**src/rtl/synapse_weight_loader.sv**
```systemverilog
// AXI4-Lite write master that streams 16-bit synaptic weights into the weight memory.
// One single-beat write per weight, response checked before the next word is taken.
module synapse_weight_loader #(
  parameter int unsigned NUM_SYNAPSES = 72895,
  parameter logic [31:0] BASE_ADDR    = 32'h0000_0000
) (
  input  logic        clk,
  input  logic        rst,
  input  logic        start,
  input  logic [31:0] start_index,
  input  logic [31:0] word_count,
  input  logic        s_valid,
  output logic        s_ready,
  input  logic [15:0] s_data,
  output logic [31:0] m_axi_awaddr,
  output logic        m_axi_awvalid,
  input  logic        m_axi_awready,
  output logic [31:0] m_axi_wdata,
  output logic [3:0]  m_axi_wstrb,
  output logic        m_axi_wvalid,
  input  logic        m_axi_wready,
  input  logic [1:0]  m_axi_bresp,
  input  logic        m_axi_bvalid,
  output logic        m_axi_bready,
  output logic        busy,
  output logic        done,
  output logic        error,
  output logic [31:0] words_written
);

  localparam int unsigned IDX_W = 32;
  localparam int unsigned RNG_W = IDX_W + 1;

  localparam logic [2:0] S_IDLE   = 3'd0;
  localparam logic [2:0] S_CHECK  = 3'd1;
  localparam logic [2:0] S_FETCH  = 3'd2;
  localparam logic [2:0] S_WRITE  = 3'd3;
  localparam logic [2:0] S_RESP   = 3'd4;
  localparam logic [2:0] S_FINISH = 3'd5;

  logic [2:0]       state, state_d;
  logic [IDX_W-1:0] idx, idx_d;
  logic [IDX_W-1:0] cnt, cnt_d;
  logic             s_ready_d;
  logic [31:0]      awaddr_d, wdata_d;
  logic [3:0]       wstrb_d;
  logic             awvalid_d, wvalid_d, bready_d;
  logic             busy_d, done_d, error_d;
  logic [31:0]      words_written_d;

  // Range check is done one bit wider so index + count can never wrap.
  logic [RNG_W-1:0] num_ext, idx_ext, cnt_ext;
  logic             range_bad;
  logic             aw_pend, w_pend;
  logic             last_word;

  assign num_ext   = RNG_W'(NUM_SYNAPSES);
  assign idx_ext   = {1'b0, idx};
  assign cnt_ext   = {1'b0, cnt};
  assign range_bad = (idx_ext >= num_ext) || (cnt_ext > (num_ext - idx_ext));
  assign aw_pend   = m_axi_awvalid && !m_axi_awready;
  assign w_pend    = m_axi_wvalid && !m_axi_wready;
  assign last_word = ((words_written + 32'd1) == cnt);

  // Next-state and registered-output logic.
  always_comb begin
    state_d         = state;
    idx_d           = idx;
    cnt_d           = cnt;
    s_ready_d       = s_ready;
    awaddr_d        = m_axi_awaddr;
    wdata_d         = m_axi_wdata;
    wstrb_d         = m_axi_wstrb;
    awvalid_d       = m_axi_awvalid;
    wvalid_d        = m_axi_wvalid;
    bready_d        = m_axi_bready;
    busy_d          = busy;
    done_d          = 1'b0;
    error_d         = error;
    words_written_d = words_written;

    case (state)
      S_IDLE: begin
        if (start) begin
          idx_d           = start_index;
          cnt_d           = word_count;
          error_d         = 1'b0;
          words_written_d = 32'd0;
          busy_d          = 1'b1;
          state_d         = S_CHECK;
        end
      end
      S_CHECK: begin
        if (cnt == 32'd0) begin
          done_d  = 1'b1;
          busy_d  = 1'b0;
          state_d = S_FINISH;
        end else if (range_bad) begin
          error_d = 1'b1;
          done_d  = 1'b1;
          busy_d  = 1'b0;
          state_d = S_FINISH;
        end else begin
          s_ready_d = 1'b1;
          state_d   = S_FETCH;
        end
      end
      S_FETCH: begin
        if (s_valid && s_ready) begin
          s_ready_d = 1'b0;
          wdata_d   = {16'h0000, s_data};
          wstrb_d   = 4'b0011;
          awaddr_d  = BASE_ADDR + {idx[IDX_W-3:0], 2'b00};
          awvalid_d = 1'b1;
          wvalid_d  = 1'b1;
          state_d   = S_WRITE;
        end
      end
      S_WRITE: begin
        // AW and W retire independently; move on once neither is pending.
        awvalid_d = aw_pend;
        wvalid_d  = w_pend;
        if (!aw_pend && !w_pend) begin
          bready_d = 1'b1;
          state_d  = S_RESP;
        end
      end
      S_RESP: begin
        if (m_axi_bvalid) begin
          bready_d = 1'b0;
          if (m_axi_bresp == 2'b00) begin
            words_written_d = words_written + 32'd1;
            idx_d           = idx + 32'd1;
            if (last_word) begin
              done_d  = 1'b1;
              busy_d  = 1'b0;
              state_d = S_FINISH;
            end else begin
              s_ready_d = 1'b1;
              state_d   = S_FETCH;
            end
          end else begin
            error_d = 1'b1;
            done_d  = 1'b1;
            busy_d  = 1'b0;
            state_d = S_FINISH;
          end
        end
      end
      S_FINISH: begin
        state_d = S_IDLE;
      end
      default: begin
        state_d = S_IDLE;
      end
    endcase
  end

  // State and output registers.
  always_ff @(posedge clk) begin
    if (rst) begin
      state         <= S_IDLE;
      idx           <= '0;
      cnt           <= '0;
      s_ready       <= 1'b0;
      m_axi_awaddr  <= 32'd0;
      m_axi_wdata   <= 32'd0;
      m_axi_wstrb   <= 4'd0;
      m_axi_awvalid <= 1'b0;
      m_axi_wvalid  <= 1'b0;
      m_axi_bready  <= 1'b0;
      busy          <= 1'b0;
      done          <= 1'b0;
      error         <= 1'b0;
      words_written <= 32'd0;
    end else begin
      state         <= state_d;
      idx           <= idx_d;
      cnt           <= cnt_d;
      s_ready       <= s_ready_d;
      m_axi_awaddr  <= awaddr_d;
      m_axi_wdata   <= wdata_d;
      m_axi_wstrb   <= wstrb_d;
      m_axi_awvalid <= awvalid_d;
      m_axi_wvalid  <= wvalid_d;
      m_axi_bready  <= bready_d;
      busy          <= busy_d;
      done          <= done_d;
      error         <= error_d;
      words_written <= words_written_d;
    end
  end

endmodule

```
**config.mk**
```make
export PLATFORM = sky130hd
export DESIGN_NAME = synapse_weight_loader
export DESIGN_NICKNAME = d
export VERILOG_FILES = /design/src/rtl/synapse_weight_loader.sv
export SDC_FILE = /design/constraint.sdc
export NUM_CORES = 1
export LEC_CHECK = 0
export CAP_MARGIN = 20
export CORE_MARGIN = 5
export CORE_UTILIZATION = 45
export CTS_CLUSTER_DIAMETER = 120
export DETAILED_ROUTE_END_ITERATION = 7
export GPL_ROUTABILITY_DRIVEN = 0
export PLACE_DENSITY = 0.74
export SETUP_SLACK_MARGIN = 0.2
export SYNTH_ARGS = -nofsm -noshare
export SYNTH_HDL_FRONTEND = slang
export SYNTH_SLANG_ARGS = --single-unit
```
**constraint.sdc**
```tcl
create_clock -name clk -period 6.9 [get_ports clk]
set_clock_uncertainty 0.15 [all_clocks]
set_input_delay 1.38 -clock clk [delete_from_list [all_inputs] [get_ports clk]]
set_output_delay 1.38 -clock clk [all_outputs]
set_load 0.02 [all_outputs]
```
==> impl_metrics.json <==
{
  "start_kind": "register",
  "drive_gt1_share_pct": 4.98,
  "p_leak_uw": 0.00425,
  "seq_area_um2": 3060,
  "ys_ff_latch": 153,
  "avgRoutedWirePerCell_um": 17.5,
  "slowest_delay_ns": 0.46,
  "grt.busiest_layer": "met2",
  "cts_sinks": 153,
  "p_int_uw": 1680,
  "synthesis.area_um2": 9610,
  "dr_total_vias": 9996,
  "grt_usage_pct": 24.0,
  "layout_common_cells": "nand2_1, a21oi_1, clkdlybuf4s50_1",
  "worst_pin_slew_ns": 0.875,
  "core_area_um2": 21000,
  "syn_avg_cell_area_um2": 7.18,
  "grt_max_degree": 80,
  "die_w_um": 156,
  "syn2layout_area_growth_pct": 23.3,
  "n_fill_cell": 1969,
  "row_count": 53,
  "nets": 1561,
  "yosys_warnings": 0,
  "crit_chain": "or3_4 > a22oi_4 > nand2_2 > or2_0 > o31ai_1 > o21ai_0 > ha_1 > nand4_1 > nor3_1 > nand4_1 > a21oi_1 > o21bai_1 > a21oi_1 > nor2_1 > a311o_1 > a41oi_1",
  "fin_ws_ns": 2.72,
  "worstPathMaxFanout": 12,
  "met3_usage_pct": 5.10,
  "grt_pass1_vias": 9444,
  "cts_made_buffers": 17,
  "maxCapViolations": 0,
  "cp.required_ns": 7.11,
  "synth-main-ff-cell": "dfxtp_1",
  "hpwlAfterDp_mm": 21.5,
  "placed_cells": 1690,
  "reg2reg_depth": 16,
  "min_path_type": "register to register",
  "slew_violations": 0,
  "drt-total-wl_mm": 30.1,
  "clock_latency_ns": 0.44,
  "start_util_pct": 45.7,
  "cts_htree_levels": 4,
  "drtAntennaViolNets": 0,
  "drtIter0Drc": 917,
  "grt_pass1_wl_mm": 48.1,
  "tns_ns": 0,
  "crit_arrival_ns": 4.39,
  "syn_inst": 1338,
  "dieArea_um2": 24400,
  "swShare_pct": 35.0,
  "hold_depth": 2,
  "ctsHoldBuffers": 0,
  "port_buffers": 175,
  "clk_pin_slew_ns": 0.07,
  "switching_power_uw": 906,
  "ir_drop_uv": 181,
  "multiInputGateArea_um2": 6010,
  "slew_headroom_pct": 41.5,
  "ys_types": 70,
  "vias_per_cell": 5.80,
  "clk_path_buf_depth": 2,
  "status": "finished clean",
  "cts_tree": "built",
  "hold_violations": 0,
  "die_h_um": 156,
  "p_clk_share_pct": 33.9,
  "layout_commonest_cell": "nand2_1",
  "fin_crit_ns": 4.18,
  "pre_cts_slack_ns": 2.83,
  "ys_seq_area_share_pct": 31.9,
  "rsz0062_at_grt": "no",
  "setup_viol": 0,
  "drc_errors": 0,
  "path_class": "register to register",
  "crit_slowest_cell": "or3_4",
  "n_antenna_cell": 0,
  "max_freq_mhz": 239,
  "ctsResizeCount": 0,
  "async_flop_share_pct": 0,
  "grtUsageMet2_pct": 39.0,
  "gr-total-overflow": 0,
  "post_cts_buffers": 0,
  "io_pins": 196,
  "antenna_found_initial": 0,
  "ctsRootBufferMaster": "clkbuf_16",
  "critPathCaptureType": "register",
  "p_seq_share_pct": 40.7,
  "p_per_area_nw_per_um2": 219,
  "met1_usage_pct": 31.8,
  "pwr-share-comb_pct": 25.4,
  "synth_edf_count": 0,
  "final_cells": 1722,
  "drt_first_pass_iters": 7,
  "post-route-period-util_pct": 60.6
}
==> critical path: cells and delay by family (launching register included) <==
family / cells / cell delay [ns]
simple gates: 7 / 1.62
fa+ha+maj: 1 / 0.31
compound gates: 8 / 1.61
flops: 1 / 0.42
==> per-layer routing <==
metal  wire length (um)  vias up
met5                  0        -
li1                   -     4889
met2              14000      367
met1              13100     4678
met4                792        0
met3               2200       62
==> registers in the layout, summed over array words and instances (netlist names) <==
name,flops
cnt,32
idx,32
words_written,32
m_axi_awaddr,30
m_axi_wdata,16
state,3
busy,1
done,1
error,1
m_axi_awvalid,1
m_axi_bready,1
m_axi_wstrb,1
m_axi_wvalid,1
s_ready,1
==> stage by stage <==
step	cell area, um2	hold slack, ns	power [uW]	utilization, %
floorplan	9680	0.321	1520	-
global placement	11300	0.291	1700	53.7
detailed placement	11300	0.295	1720	53.7
CTS	11800	0.305	2600	56.2
global route	11800	0.326	2730	56.3
finish	11800	0.303	2590	56.3
==> final timing paths <==
kind / startpoint / endpoint / slack [ns]
max: idx[13] / state[2] / 2.72
min: m_axi_wdata[11] / m_axi_wdata[11] / 0.30
max reg2reg: idx[13] / state[2] / 2.72
min reg2reg: m_axi_wdata[11] / m_axi_wdata[11] / 0.30
==> Yosys cell counts (4+ instances only) <==
| cell type | n | area, um2 |
|---|---|---|
| a211oi_1 | 19 | 143 |
| and3_1 | 12 | 75.1 |
| dfxtp_1 | 153 | 3060 |
| inv_1 | 15 | 56.3 |
| nand3b_1 | 5 | 37.5 |
| nor3_1 | 37 | 185 |
| nand4_1 | 25 | 156 |
| buf_2 | 10 | 50.1 |
| nand2b_1 | 6 | 37.5 |
| ha_1 | 37 | 463 |
| nor4_2 | 4 | 50.1 |
| a31oi_1 | 11 | 68.8 |
| xnor2_1 | 36 | 315 |
| nor3b_1 | 5 | 37.5 |
| clkbuf_1 | 88 | 330 |
| o22ai_1 | 6 | 37.5 |
| buf_4 | 25 | 188 |
| a21oi_1 | 175 | 876 |
| nand4b_1 | 4 | 35.0 |
| and4_1 | 8 | 70.1 |
| nand3_1 | 33 | 165 |
| nand2_1 | 270 | 1010 |
| a22oi_1 | 9 | 67.6 |
| or3_1 | 5 | 31.3 |
| nor2_1 | 127 | 477 |
| a311oi_1 | 8 | 70.1 |
| o21ai_0 | 65 | 325 |
| o2111ai_1 | 4 | 35.0 |
| xor2_1 | 25 | 219 |
| and2_1 | 9 | 56.3 |
| o31ai_1 | 9 | 67.6 |
| nor4_1 | 24 | 150 |
| a21o_1 | 4 | 30.0 |
==> final cells by class <==
| type | count | area share [%] |
|---|---|---|
| clock buffer | 19 | 3.74 |
| clock inverter | 12 | 0.761 |
| inverter | 15 | 0.475 |
| multi-input combinational | 1063 | 50.7 |
| sequential | 153 | 25.9 |
| tap | 275 | 2.91 |
| timing repair buffer | 185 | 15.5 |
==> power groups by stage <==
stage          Clock, uW  Combinational (uW)  Sequential, uW
2_1_floorplan          0                 518            1000
4_1_cts              892                 654            1050
5_1_grt              929                 739            1060
3_5_place_dp           0                 648            1070
6_report             879                 658            1050
3_3_place_gp           0                 632            1070
==> cells by family after synthesis <==
family / after synthesis / synth area share (%)
other: 1 / 0.0390
AND/OR/NAND/NOR: 603 / 30.1
multiplexers: 1 / 0.104
buffers and inverters: 141 / 6.65
flip-flops: 153 / 31.9
AO/OA/AOI/OAI: 341 / 20.8
adder cells (fa/ha/maj): 37 / 4.82
XOR/XNOR: 61 / 5.56
Power figures use the tool's default switching activity.
